## src/rtl/press_decoder_pkg.sv

```systemverilog
`default_nettype none
// ============================================================================
//  Module      : press_pkg
//  Description : Shared types and event codes for the push-button decoder.
//  Revision    : 1.0 - initial release
// ============================================================================
package press_pkg;

    typedef enum logic [2:0] {
        ST_IDLE           = 3'd0,
        ST_PRESSED        = 3'd1,
        ST_LONG_HELD      = 3'd2,
        ST_WAIT_SECOND    = 3'd3,
        ST_SECOND_PRESSED = 3'd4
    } state_e;

    // Event codes shared with a downstream event FIFO.
    typedef logic [1:0] evt_t;
    localparam evt_t EVT_NONE   = 2'd0;
    localparam evt_t EVT_SHORT  = 2'd1;
    localparam evt_t EVT_LONG   = 2'd2;
    localparam evt_t EVT_DOUBLE = 2'd3;

    localparam int unsigned PRESS_COUNT_W = 8;

    function automatic logic evt_is_pulse(input evt_t evt);
        return evt != EVT_NONE;
    endfunction

endpackage
`default_nettype wire

```

## src/rtl/press_decoder_if.sv

```systemverilog
`default_nettype none
// ============================================================================
//  Module      : press_decoder_if
//  Description : Button level in, classified event pulses / count out.
//  Revision    : 1.0 - initial release
// ============================================================================
interface press_decoder_if;
    import press_pkg::*;

    logic                     in_db;
    logic                     short_press;
    logic                     long_press;
    logic                     double_press;
    logic                     held;
    logic [PRESS_COUNT_W-1:0] press_count;

    modport master (
        output in_db,
        input  short_press,
        input  long_press,
        input  double_press,
        input  held,
        input  press_count
    );

    modport slave (
        input  in_db,
        output short_press,
        output long_press,
        output double_press,
        output held,
        output press_count
    );

endinterface
`default_nettype wire

```

## src/rtl/press_decoder_edge_detect.sv

```systemverilog
`default_nettype none
// ============================================================================
//  Module      : edge_detect
//  Description : One-cycle delayed copy of a level with rise/fall strobes.
//  Revision    : 1.0 - initial release
// ============================================================================
module edge_detect #(
    parameter logic RST_VAL = 1'b1
) (
    input  wire logic clk,
    input  wire logic rst,
    input  wire logic level_i,
    output logic      rise_o,
    output logic      fall_o
);

    logic level_q;

    // Resetting to 1 means a level held high through reset is never a rise.
    always_ff @(posedge clk) begin
        if (rst) begin
            level_q <= RST_VAL;
        end else begin
            level_q <= level_i;
        end
    end

    assign rise_o = level_i & ~level_q;
    assign fall_o = ~level_i & level_q;

endmodule
`default_nettype wire

```

## src/rtl/press_decoder.sv

```systemverilog
`default_nettype none
// ============================================================================
//  Module      : press_decoder
//  Description : Classifies debounced button activity into short/long/double.
//  Revision    : 1.0 - initial release
// ============================================================================
module press_decoder
    import press_pkg::*;
#(
    parameter int LONG_CYCLES = 1000,
    parameter int DBL_GAP     = 500,
    parameter int CNT_W       = 16
) (
    input  wire logic        clk,
    input  wire logic        rst,
    press_decoder_if.slave   btn_if
);

    localparam logic [CNT_W-1:0] c_LONG_LAST = CNT_W'(LONG_CYCLES - 1);
    localparam logic [CNT_W-1:0] c_GAP_LAST  = CNT_W'(DBL_GAP - 1);

    logic w_rise;
    logic w_fall;

    state_e                   state_q, state_d;
    logic [CNT_W-1:0]         timer_q, timer_d;
    evt_t                     evt_d;
    logic                     short_q, long_q, double_q, held_q;
    logic [PRESS_COUNT_W-1:0] count_q;

    edge_detect #(
        .RST_VAL (1'b1)
    ) u_edge (
        .clk     (clk),
        .rst     (rst),
        .level_i (btn_if.in_db),
        .rise_o  (w_rise),
        .fall_o  (w_fall)
    );

    always_comb begin
        state_d = state_q;
        timer_d = timer_q;
        evt_d   = EVT_NONE;
        case (state_q)
            ST_IDLE: begin
                if (w_rise) begin
                    state_d = ST_PRESSED;
                    timer_d = '0;
                end
            end
            ST_PRESSED: begin
                // A release on the threshold cycle still counts as short.
                if (w_fall) begin
                    state_d = ST_WAIT_SECOND;
                    timer_d = '0;
                end else if (timer_q == c_LONG_LAST) begin
                    state_d = ST_LONG_HELD;
                    timer_d = '0;
                    evt_d   = EVT_LONG;
                end else begin
                    timer_d = timer_q + 1'b1;
                end
            end
            ST_LONG_HELD: begin
                if (w_fall) begin
                    state_d = ST_IDLE;
                    timer_d = '0;
                end
            end
            ST_WAIT_SECOND: begin
                // A second press on the expiry cycle still counts as double.
                if (w_rise) begin
                    state_d = ST_SECOND_PRESSED;
                    timer_d = '0;
                    evt_d   = EVT_DOUBLE;
                end else if (timer_q == c_GAP_LAST) begin
                    state_d = ST_IDLE;
                    timer_d = '0;
                    evt_d   = EVT_SHORT;
                end else begin
                    timer_d = timer_q + 1'b1;
                end
            end
            ST_SECOND_PRESSED: begin
                if (w_fall) begin
                    state_d = ST_IDLE;
                    timer_d = '0;
                end
            end
            default: begin
                state_d = ST_IDLE;
                timer_d = '0;
            end
        endcase
    end

    always_ff @(posedge clk) begin
        if (rst) begin
            state_q  <= ST_IDLE;
            timer_q  <= '0;
            short_q  <= 1'b0;
            long_q   <= 1'b0;
            double_q <= 1'b0;
            held_q   <= 1'b0;
            count_q  <= '0;
        end else begin
            state_q  <= state_d;
            timer_q  <= timer_d;
            short_q  <= (evt_d == EVT_SHORT);
            long_q   <= (evt_d == EVT_LONG);
            double_q <= (evt_d == EVT_DOUBLE);
            held_q   <= (state_d == ST_LONG_HELD);
            if (evt_is_pulse(evt_d)) begin
                count_q <= count_q + 1'b1;
            end
        end
    end

    assign btn_if.short_press  = short_q;
    assign btn_if.long_press   = long_q;
    assign btn_if.double_press = double_q;
    assign btn_if.held         = held_q;
    assign btn_if.press_count  = count_q;

endmodule
`default_nettype wire

```

## src/flat_wrapper.sv

```systemverilog
// flat-port wrapper written by rule: the top's interface ports become plain ports
module press_decoder_flat import press_pkg::*;
#(
    parameter int LONG_CYCLES = 1000,
    parameter int DBL_GAP     = 500,
    parameter int CNT_W       = 16
)
  (clk, rst, btn_if_in_db, btn_if_short_press, btn_if_long_press, btn_if_double_press, btn_if_held, btn_if_press_count);
  press_decoder_if btn_if_i ();
  input  wire logic clk;
  input  wire logic rst;
  input wire logic [$bits(btn_if_i.in_db)-1:0] btn_if_in_db;
  output wire logic [$bits(btn_if_i.short_press)-1:0] btn_if_short_press;
  output wire logic [$bits(btn_if_i.long_press)-1:0] btn_if_long_press;
  output wire logic [$bits(btn_if_i.double_press)-1:0] btn_if_double_press;
  output wire logic [$bits(btn_if_i.held)-1:0] btn_if_held;
  output wire logic [$bits(btn_if_i.press_count)-1:0] btn_if_press_count;
  assign btn_if_i.in_db = btn_if_in_db;
  assign btn_if_short_press = btn_if_i.short_press;
  assign btn_if_long_press = btn_if_i.long_press;
  assign btn_if_double_press = btn_if_i.double_press;
  assign btn_if_held = btn_if_i.held;
  assign btn_if_press_count = btn_if_i.press_count;
  press_decoder #(.LONG_CYCLES(LONG_CYCLES), .DBL_GAP(DBL_GAP), .CNT_W(CNT_W)) u_core (.clk(clk), .rst(rst), .btn_if(btn_if_i));
endmodule
```

## config.mk

```make
export PLATFORM = sky130hd
export DESIGN_NAME = press_decoder_flat
export DESIGN_NICKNAME = d
export VERILOG_FILES = /design/src/rtl/press_decoder_pkg.sv /design/src/rtl/press_decoder_if.sv /design/src/rtl/press_decoder_edge_detect.sv /design/src/rtl/press_decoder.sv /design/src/flat_wrapper.sv
export SDC_FILE = /design/constraint.sdc
export NUM_CORES = 1
export LEC_CHECK = 0
export ABC_AREA = 0
export CORE_ASPECT_RATIO = 1.1
export CORE_MARGIN = 4
export CORE_UTILIZATION = 56
export DETAILED_ROUTE_END_ITERATION = 7
export PLACE_DENSITY = 0.75
export SLEW_MARGIN = 20
export SYNTH_ARGS = -nofsm -noshare
export SYNTH_HDL_FRONTEND = slang
export SYNTH_SLANG_ARGS = --single-unit
```

## constraint.sdc

```tcl
create_clock -name clk -period 3 [get_ports clk]
set_clock_uncertainty 0.1 [all_clocks]
set_input_delay 0.6 -clock clk [delete_from_list [all_inputs] [get_ports clk]]
set_output_delay 0.6 -clock clk [all_outputs]
set_load 0.05 [all_outputs]
```

==> results of run 1 <==
-- final cells by class --
type                       count  area share [%]
clock buffer                   7            3.34
tap                           33            2.12
timing repair buffer          23            10.7
multi-input combinational    154            50.4
inverter                       3           0.579
sequential                    32            32.9
-- routing by layer --
metal	track usage, %	part of all wire [%]	vias to the layer above
met2	35.0	53	38
met4	7.20	1.5	0
met1	22.9	41	688
met3	6.48	4.8	10
met5	0	0	-
li1	-	-	754
-- path summary, 6_finish.rpt --
check                         start                      endpoint  slack [ps]  cells past startpoint
setup / recovery  u_core.timer_q[0]  u_core.btn_if.press_count[7]         250                      7
hold / removal    u_core.timer_q[1]             u_core.timer_q[1]         380                      2
setup reg to reg  u_core.timer_q[0]  u_core.btn_if.press_count[7]         250                      7
hold reg to reg   u_core.timer_q[1]             u_core.timer_q[1]         380                      2
-- state kept, by name, indices dropped and copies added, names as in the netlist --
register / count
u_core.btn_if.short_press: 1
u_core.btn_if.held: 1
u_core.btn_if.press_count: 8
u_core.btn_if.double_press: 1
u_core.btn_if.long_press: 1
u_core.timer_q: 16
u_core.state_q: 3
u_core.u_edge.level_q: 1
-- kinds of logic (layout without fill, tap and decap cells) --
family / count (synthesis) / after routing / share of synthesized area [%]
xor+xnor: 9 / 9 / 4.73
compound gates: 38 / 38 / 14.6
mux: 6 / 6 / 4.05
flops: 32 / 32 / 38.4
simple gates: 99 / 99 / 33.9
fa+ha+maj: 2 / 2 / 1.50
buf+inv: 9 / 33 / 2.78
-- placed cells by master (no fill, tap or decap), drive strengths merged, types with 2 or more instances in the layout --
cell type / n
or4: 3
and4: 2
buf: 9
mux2: 6
o21bai: 2
nand2b: 2
and3: 2
nor3: 8
a21oi: 18
or3: 4
clkbuf: 7
nand4: 3
clkdlybuf4s50: 14
nand2: 11
dfxtp: 32
nand3b: 3
o21a: 2
ha: 2
nor2b: 13
nor2: 19
xnor2: 8
or2: 3
nor3b: 3
inv: 3
nand3: 9
o21ai: 8
or4b: 3
nor4: 7
-- where the power goes --
group,leakage [nW],switching (mW),internal [mW]
combinational,0.368,0.0278,0.0194
clock,0.0374,0.136,0.133
sequential,0.258,0.00394,0.427
-- worst max-delay path: stages, from the launching register on --
cell and delay (ps):
sky130_fd_sc_hd__dfxtp_1 390, sky130_fd_sc_hd__ha_1 240, sky130_fd_sc_hd__or4b_2 640, sky130_fd_sc_hd__nor4_1 290, sky130_fd_sc_hd__buf_4 170, sky130_fd_sc_hd__a21oi_1 150
sky130_fd_sc_hd__a211oi_1 300, sky130_fd_sc_hd__mux2_2 360
-- per-stage QoR --
| step | setup WS, ps | utilization, % | instance area [µm²] |
|---|---|---|---|
| 3_5_place_dp | 90.6 | 67.1 | 1880 |
| 5_1_grt | 61.6 | 69.4 | 1950 |
| 2_1_floorplan | 444 | - | 1670 |
| 6_report | 251 | 69.4 | 1950 |
| 3_3_place_gp | 149 | 67.1 | 1880 |
| 4_1_cts | 243 | 69.4 | 1950 |
==> impl_results.html, run 1 <==
<table>
<tr><th>Metric</th><th>Value</th></tr>
<tr><th colspan="2">Clocking</th></tr>
<tr><td>H-tree depth</td><td>2</td></tr>
<tr><td>CTS buffer count</td><td>5</td></tr>
<tr><td>Root buffer cell</td><td>sky130_fd_sc_hd__clkbuf_4</td></tr>
<tr><td>TritonCTS Sinks</td><td>32</td></tr>
<tr><td>Clock Pin Slew Worst Setup and Hold Paths</td><td>90 ps</td></tr>
<tr><td>Resized Gates After CTS</td><td>0</td></tr>
<tr><td>Source-to-sink clock delay at the later pin of the worst-skew pair</td><td>330 ps</td></tr>
<tr><td>Hold buffer count at CTS</td><td>0</td></tr>
<tr><td>Clk buf depth</td><td>2</td></tr>
<tr><td>Post-CTS Setup Bufs</td><td>0</td></tr>
<tr><td>CTS tree</td><td>done</td></tr>
<tr><th colspan="2">Pwr</th></tr>
<tr><td>Worst vdd ir</td><td>381 µV</td></tr>
<tr><td>Overall power</td><td>0.747 mW</td></tr>
<tr><td>Lkg Pwr</td><td>0.664 nW</td></tr>
<tr><td>Power Dens Cells</td><td>384 nW/µm²</td></tr>
<tr><th colspan="2">Critical path</th></tr>
<tr><td>Arrival time at the worst endpoint</td><td>2870 ps</td></tr>
<tr><td>Startpoint type of the worst setup path</td><td>flip-flop</td></tr>
<tr><td>Endpoint kind of the worst setup timing path</td><td>flip-flop</td></tr>
<tr><td>Largest driver fanout on the critical path</td><td>6</td></tr>
<tr><td>Required @ worst endpoint</td><td>3130 ps</td></tr>
<tr><td>Crit Path Class</td><td>reg2reg</td></tr>
<tr><th colspan="2">Floorplan</th></tr>
<tr><td>Placement row count</td><td>20</td></tr>
<tr><td>Die X-Extent</td><td>60.0 µm</td></tr>
<tr><td># IOs</td><td>15</td></tr>
<tr><td>Overall die height</td><td>65.2 µm</td></tr>
<tr><td>Core Region</td><td>2800 µm²</td></tr>
<tr><td>Initial cell density of the core</td><td>59.5%</td></tr>
<tr><td>Die Footprint</td><td>3910 µm²</td></tr>
<tr><th colspan="2">Route</th></tr>
<tr><td>Number of vias in the routed layout</td><td>1490</td></tr>
<tr><td>DRC violation count after routing</td><td>0</td></tr>
<tr><td>DR WL/cell</td><td>14.2 µm</td></tr>
<tr><td>Number of detailed-route iterations in the first pass</td><td>4</td></tr>
<tr><td>DR iter-0 viols</td><td>104</td></tr>
<tr><td>Post-Route WL</td><td>3.57 mm</td></tr>
<tr><td>Via/cell ratio</td><td>5.91</td></tr>
<tr><td>Post-DRT Antenna Nets</td><td>0</td></tr>
<tr><th colspan="2">Synth</th></tr>
<tr><td>Number of nets in the synthesized netlist</td><td>200</td></tr>
<tr><td>Top-count cell post-synth</td><td>sky130_fd_sc_hd__dfxtp_1</td></tr>
<tr><td>Synthesized instance count</td><td>195</td></tr>
<tr><td>Flops &amp; latches, synth</td><td>32</td></tr>
<tr><td>Post-synthesis async set-or-reset flop share</td><td>0%</td></tr>
<tr><td>Count of synthesis-stage warnings from yosys</td><td>0</td></tr>
<tr><td>Per-instance average area after synthesis</td><td>8.55 µm²</td></tr>
<tr><td>Number of unique standard cell types used by synthesis</td><td>46</td></tr>
<tr><td>Post-synth top area share</td><td>38.4%</td></tr>
<tr><td>Ranking of synthesized cells by instance count</td><td>32 x sky130_fd_sc_hd__dfxtp_1, 19 x sky130_fd_sc_hd__nor2_1, 17 x sky130_fd_sc_hd__a21oi_1, 13 x sky130_fd_sc_hd__nor2b_1, 11 x sky130_fd_sc_hd__nand2_1</td></tr>
<tr><td>Largest area contributor in the synthesized netlist</td><td>sky130_fd_sc_hd__dfxtp_1</td></tr>
<tr><td>Dominant cells by area after synthesis</td><td>sky130_fd_sc_hd__dfxtp_1 38%, sky130_fd_sc_hd__a21oi_1 5.1%, sky130_fd_sc_hd__nor2b_1 4.9%</td></tr>
<tr><td>Sequential cell area fraction in the yosys report</td><td>38.4%</td></tr>
<tr><td>Leading register cell type out of synthesis</td><td>sky130_fd_sc_hd__dfxtp_1</td></tr>
<tr><td>Area of the mapped netlist</td><td>1670 µm²</td></tr>
<tr><td>Count of flip-flops with a built-in enable after synthesis</td><td>0</td></tr>
<tr><th colspan="2">Timing</th></tr>
<tr><td>Unrepaired setup endpoints after global routing</td><td>false</td></tr>
<tr><td>Fin crit share</td><td>91.6%</td></tr>
<tr><td>Maximum clock frequency</td><td>364 MHz</td></tr>
<tr><td>Remaining max-slew budget at the tightest pin</td><td>66.4%</td></tr>
<tr><td>Setup Total Neg Slack</td><td>0 ps</td></tr>
<tr><td>Count of final setup violators</td><td>0</td></tr>
<tr><td>Fin Hold WS</td><td>377 ps</td></tr>
<tr><td>Hold violation count in the final report</td><td>0</td></tr>
<tr><td>Time the final worst path needs with I/O delays and setup</td><td>2750 ps</td></tr>
<tr><td>Tightest Pin Transition</td><td>503 ps</td></tr>
<tr><td>Final number of max-transition violations</td><td>0</td></tr>
<tr><th colspan="2">Placed design</th></tr>
<tr><td>Number of placed cells counting well taps</td><td>245</td></tr>
<tr><td>Number of buffers added on ports</td><td>14</td></tr>
<tr><td>Last weighted congestion value of the routability-driven placer</td><td>0.870</td></tr>
<tr><td>Detailed placer's ending HPWL</td><td>2.63 mm</td></tr>
<tr><th colspan="2">Hold path</th></tr>
<tr><td>Class of the tightest hold or removal check</td><td>reg2reg</td></tr>
<tr><th colspan="2">GRT</th></tr>
<tr><td>Vias in the first global route</td><td>1445</td></tr>
<tr><td>Maximum number of pins on one net before global-route repair</td><td>17</td></tr>
<tr><td>All-Layer GR Usage</td><td>20.3%</td></tr>
<tr><td>Antenna violations before repair</td><td>0</td></tr>
<tr><td>GR Overflow Total</td><td>0</td></tr>
<tr><td>Wire length of the first global-routing pass</td><td>6.17 mm</td></tr>
<tr><th colspan="2">Cells and area</th></tr>
<tr><td>Final antenna diode count</td><td>0</td></tr>
<tr><td>Post-synthesis to final-layout area growth</td><td>16.7%</td></tr>
<tr><td>Final Non-Filler Cells</td><td>252</td></tr>
<tr><td>Register area</td><td>641 µm²</td></tr>
<tr><td>Area of the multi-input gates</td><td>980 µm²</td></tr>
<tr><td>Post-layout net count</td><td>224</td></tr>
<tr><td>Share of post-route cells with drive strength above 1</td><td>14.6%</td></tr>
<tr><td>Filler Cells Inserted</td><td>239</td></tr>
<tr><th colspan="2">Run</th></tr>
<tr><td>Maximum Capacitance Violations</td><td>0</td></tr>
<tr><th colspan="2">Run status</th></tr>
<tr><td>Run status</td><td>complete, no violations</td></tr>
</table>
Power figures use the tool's default switching activity.
==> run 2, diff against run 1 <==
--- a/config.mk
+++ b/config.mk
@@ -10,7 +10,9 @@
 export CORE_MARGIN = 4
 export CORE_UTILIZATION = 56
 export DETAILED_ROUTE_END_ITERATION = 7
-export PLACE_DENSITY = 0.75
+export PLACE_DENSITY = 0.85
+export SETUP_SLACK_MARGIN = 0.02
+export SKIP_LAST_GASP = 1
 export SLEW_MARGIN = 20
 export SYNTH_ARGS = -nofsm -noshare
 export SYNTH_HDL_FRONTEND = slang
==> impl_results.html, run 2 (synthesized netlist as in run 1, its figures left out) <==
<table>
<tr><th>Metric</th><th>Value</th></tr>
<tr><th colspan="2">Critical path</th></tr>
<tr><td>Cells on worst reg2reg path</td><td>8 (was 7)</td></tr>
<tr><td>Required @ worst endpoint</td><td>3130 ps (about the same)</td></tr>
<tr><td>Startpoint type of the worst setup path</td><td>flip-flop (unchanged)</td></tr>
<tr><td>Crit Path Class</td><td>reg2reg (unchanged)</td></tr>
<tr><td>Arrival time at the worst endpoint</td><td>2870 ps (about the same)</td></tr>
<tr><td>Endpoint of the worst register-to-register path</td><td>u_core.timer_q[4] (was u_core.btn_if.press_count[7])</td></tr>
<tr><td>Critical path depth in cells</td><td>8 (was 7)</td></tr>
<tr><td>Crit-path max cell delay</td><td>680 ps (was 640 ps)</td></tr>
<tr><td>CP max-delay cell</td><td>sky130_fd_sc_hd__or4b_2 (unchanged)</td></tr>
<tr><td>Largest driver fanout on the critical path</td><td>13 (was 6)</td></tr>
<tr><td>CP Cell Sequence</td><td>ha_1, or4b_2, nor4_4, nor3_1, buf_4, o31ai_4, buf_4, nor2_1 (was ha_1, or4b_2, nor4_1, buf_4, a21oi_1, a211oi_1, mux2_2)</td></tr>
<tr><td>Largest delay share family, worst path</td><td>simple AND/OR/NAND/NOR gates (unchanged)</td></tr>
<tr><td>Cell with the most instances on the worst path</td><td>sky130_fd_sc_hd__buf_4</td></tr>
<tr><td>Worst reg2reg setup slack</td><td>260 ps (was 250 ps)</td></tr>
<tr><td>Buffers plus inverters on the worst setup path</td><td>2 (was 1)</td></tr>
<tr><td>Crit. Startpoint</td><td>u_core.timer_q[0] (unchanged)</td></tr>
<tr><td>Worst setup endpoint</td><td>u_core.timer_q[4] (was u_core.btn_if.press_count[7])</td></tr>
<tr><td>Endpoint kind of the worst setup timing path</td><td>flip-flop (unchanged)</td></tr>
<tr><td>Reg-to-reg startpoint</td><td>u_core.timer_q[0] (unchanged)</td></tr>
<tr><th colspan="2">Clocking</th></tr>
<tr><td>Clock Pin Slew Worst Setup and Hold Paths</td><td>100 ps (was 90 ps)</td></tr>
<tr><td>CTS tree</td><td>done (unchanged)</td></tr>
<tr><td>H-tree depth</td><td>2 (unchanged)</td></tr>
<tr><td>Post-CTS Setup Bufs</td><td>0 (unchanged)</td></tr>
<tr><td>Root buffer cell</td><td>sky130_fd_sc_hd__clkbuf_4 (unchanged)</td></tr>
<tr><td>Source-to-sink clock delay at the later pin of the worst-skew pair</td><td>340 ps (was 330 ps)</td></tr>
<tr><td>CTS buffer count</td><td>5 (unchanged)</td></tr>
<tr><td>Hold buffer count at CTS</td><td>0 (unchanged)</td></tr>
<tr><td>TritonCTS Sinks</td><td>32 (unchanged)</td></tr>
<tr><td>Clk buf depth</td><td>2 (unchanged)</td></tr>
<tr><td>Resized Gates After CTS</td><td>0 (unchanged)</td></tr>
<tr><th colspan="2">Floorplan</th></tr>
<tr><td>Initial cell density of the core</td><td>59.5% (unchanged)</td></tr>
<tr><td># IOs</td><td>15 (unchanged)</td></tr>
<tr><td>Die Footprint</td><td>3910 µm² (unchanged)</td></tr>
<tr><td>Core Region</td><td>2800 µm² (unchanged)</td></tr>
<tr><td>Placement row count</td><td>20 (unchanged)</td></tr>
<tr><td>Overall die height</td><td>65.2 µm (unchanged)</td></tr>
<tr><td>Die X-Extent</td><td>60.0 µm (unchanged)</td></tr>
<tr><th colspan="2">Timing</th></tr>
<tr><td>Maximum clock frequency</td><td>364 MHz (about the same)</td></tr>
<tr><td>Count of final setup violators</td><td>0 (unchanged)</td></tr>
<tr><td>Setup Total Neg Slack</td><td>0 ps (unchanged)</td></tr>
<tr><td>Fin crit share</td><td>91.5% (was 91.6%)</td></tr>
<tr><td>Final number of max-transition violations</td><td>0 (unchanged)</td></tr>
<tr><td>Hold violation count in the final report</td><td>0 (unchanged)</td></tr>
<tr><td>Tightest Pin Transition</td><td>526 ps (was 503 ps)</td></tr>
<tr><td>Time the final worst path needs with I/O delays and setup</td><td>2740 ps (was 2750 ps)</td></tr>
<tr><td>Remaining max-slew budget at the tightest pin</td><td>64.6% (was 66.4%)</td></tr>
<tr><td>Setup WS post-layout</td><td>256 ps (was 251 ps)</td></tr>
<tr><td>Fin Hold WS</td><td>378 ps (was 377 ps)</td></tr>
<tr><td>Unrepaired setup endpoints after global routing</td><td>false (unchanged)</td></tr>
<tr><th colspan="2">Cells and area</th></tr>
<tr><td>Final Non-Filler Cells</td><td>252 (unchanged)</td></tr>
<tr><td>Flip-flop count of the largest register, all copies and words added</td><td>16 (unchanged)</td></tr>
<tr><td>Post-layout net count</td><td>223 (was 224)</td></tr>
<tr><td>Filler Cells Inserted</td><td>233 (was 239)</td></tr>
<tr><td>Top library cells by usage in the layout, fill and taps aside</td><td>32 x sky130_fd_sc_hd__dfxtp_1, 19 x sky130_fd_sc_hd__nor2_1, 17 x sky130_fd_sc_hd__a21oi_1 (unchanged)</td></tr>
<tr><td>Register with the highest flop count</td><td>u_core.timer_q (unchanged)</td></tr>
<tr><td>Commonest non-fill, non-tap cell in the layout</td><td>sky130_fd_sc_hd__dfxtp_1 (unchanged)</td></tr>
<tr><td>Share of post-route cells with drive strength above 1</td><td>15.5% (was 14.6%)</td></tr>
<tr><td>Post-synthesis to final-layout area growth</td><td>17.2% (was 16.7%)</td></tr>
<tr><td>Final antenna diode count</td><td>0 (unchanged)</td></tr>
<tr><th colspan="2">Pwr</th></tr>
<tr><td>Worst vdd ir</td><td>347 µV (was 381 µV)</td></tr>
<tr><td>Lkg Pwr</td><td>0.652 nW (was 0.664 nW)</td></tr>
<tr><td>Power Dens Cells</td><td>379 nW/µm² (was 384 nW/µm²)</td></tr>
<tr><th colspan="2">Placed design</th></tr>
<tr><td>Number of placed cells counting well taps</td><td>244 (was 245)</td></tr>
<tr><td>Setup slack at placement</td><td>80.1 ps (was 90.6 ps)</td></tr>
<tr><td>Number of buffers added on ports</td><td>14 (unchanged)</td></tr>
<tr><td>Detailed placer's ending HPWL</td><td>2.59 mm (was 2.63 mm)</td></tr>
<tr><td>Last weighted congestion value of the routability-driven placer</td><td>0.884 (was 0.870)</td></tr>
<tr><th colspan="2">GRT</th></tr>
<tr><td>Met1 Usage GRT</td><td>24.6% (was 22.9%)</td></tr>
<tr><td>GR Overflow Total</td><td>0 (unchanged)</td></tr>
<tr><td>Antenna violations before repair</td><td>0 (unchanged)</td></tr>
<tr><td>All-Layer GR Usage</td><td>21.9% (was 20.3%)</td></tr>
<tr><td>Wire length of the first global-routing pass</td><td>6.64 mm (was 6.17 mm)</td></tr>
<tr><td>GRT met3 Usage</td><td>7.86% (was 6.48%)</td></tr>
<tr><td>Most Crowded Layer GR</td><td>met2 (unchanged)</td></tr>
<tr><td>Maximum number of pins on one net before global-route repair</td><td>21 (was 17)</td></tr>
<tr><td>Vias in the first global route</td><td>1595 (was 1445)</td></tr>
<tr><td>GRT met2 Usage</td><td>35.9% (was 35.0%)</td></tr>
<tr><th colspan="2">Route</th></tr>
<tr><td>DRC violation count after routing</td><td>0 (unchanged)</td></tr>
<tr><td>Via/cell ratio</td><td>6.15 (was 5.91)</td></tr>
<tr><td>Number of detailed-route iterations in the first pass</td><td>4 (unchanged)</td></tr>
<tr><td>DR WL/cell</td><td>14.9 µm (was 14.2 µm)</td></tr>
<tr><td>DR iter-0 viols</td><td>65 (was 104)</td></tr>
<tr><td>Post-Route WL</td><td>3.75 mm (was 3.57 mm)</td></tr>
<tr><td>Number of vias in the routed layout</td><td>1550 (was 1490)</td></tr>
<tr><td>Post-DRT Antenna Nets</td><td>0 (unchanged)</td></tr>
<tr><th colspan="2">Hold path</th></tr>
<tr><td>Class of the tightest hold or removal check</td><td>reg2reg (unchanged)</td></tr>
<tr><th colspan="2">Run</th></tr>
<tr><td>Maximum Capacitance Violations</td><td>0 (unchanged)</td></tr>
<tr><th colspan="2">Run status</th></tr>
<tr><td>Run status</td><td>complete, no violations (unchanged)</td></tr>
</table>
==> run 2: cell type report <==
| type | count | area, µm² | area share [%] |
|---|---|---|---|
| clock inverters | 2 | 10.0 | 0.512 |
| clock buffers | 6 | 51.3 | 2.63 |
| well taps | 33 | 41.3 | 2.11 |
| flip-flops and latches | 32 | 641 | 32.8 |
| inverters | 3 | 11.3 | 0.577 |
| repair buffers | 22 | 200 | 10.2 |
| multi-input cells | 154 | 998 | 51.1 |
==> run 2: worst min-delay path by stage <==
stage	start	endpoint	slack [ps]	depth (start not counted)
6_report	u_core.timer_q[1]	u_core.timer_q[1]	380	2
3_3_place_gp	u_core.timer_q[1]	u_core.timer_q[1]	360	2
5_1_grt	u_core.timer_q[1]	u_core.timer_q[1]	420	2
2_1_floorplan	u_core.timer_q[1]	u_core.timer_q[1]	350	2
3_5_place_dp	u_core.timer_q[1]	u_core.timer_q[1]	370	2
4_1_cts	u_core.timer_q[1]	u_core.timer_q[1]	380	2
==> run 2: per-layer routing <==
layer	vias to the layer above	wire length, µm	share of wire [%]
met4	0	93	2.5
met3	14	245	6.5
li1	756	-	-
met1	713	1540	41
met5	-	0	0
met2	67	1870	50
==> run 2: per-stage QoR <==
stage	cell area, µm²	utilization, %	total power [mW]
after floorplan	1670	-	0.474
after global placement	1870	66.8	0.486
after detailed placement	1870	66.8	0.489
after CTS	1930	69.0	0.744
after global routing	1950	69.7	0.773
final	1950	69.7	0.741
==> run 2: power by group <==
group          switching [mW]  internal (mW)  total (mW)
combinational          0.0291         0.0193      0.0485
sequential            0.00381          0.427       0.431
clock                   0.150          0.111       0.261
total                   0.183          0.558       0.741
==> run 2: tightest hold or removal path, stage by stage, from the launching register on <==
cell and delay, ps:
sky130_fd_sc_hd__dfxtp_1 340, sky130_fd_sc_hd__nand2_1 60, sky130_fd_sc_hd__a21oi_1 50
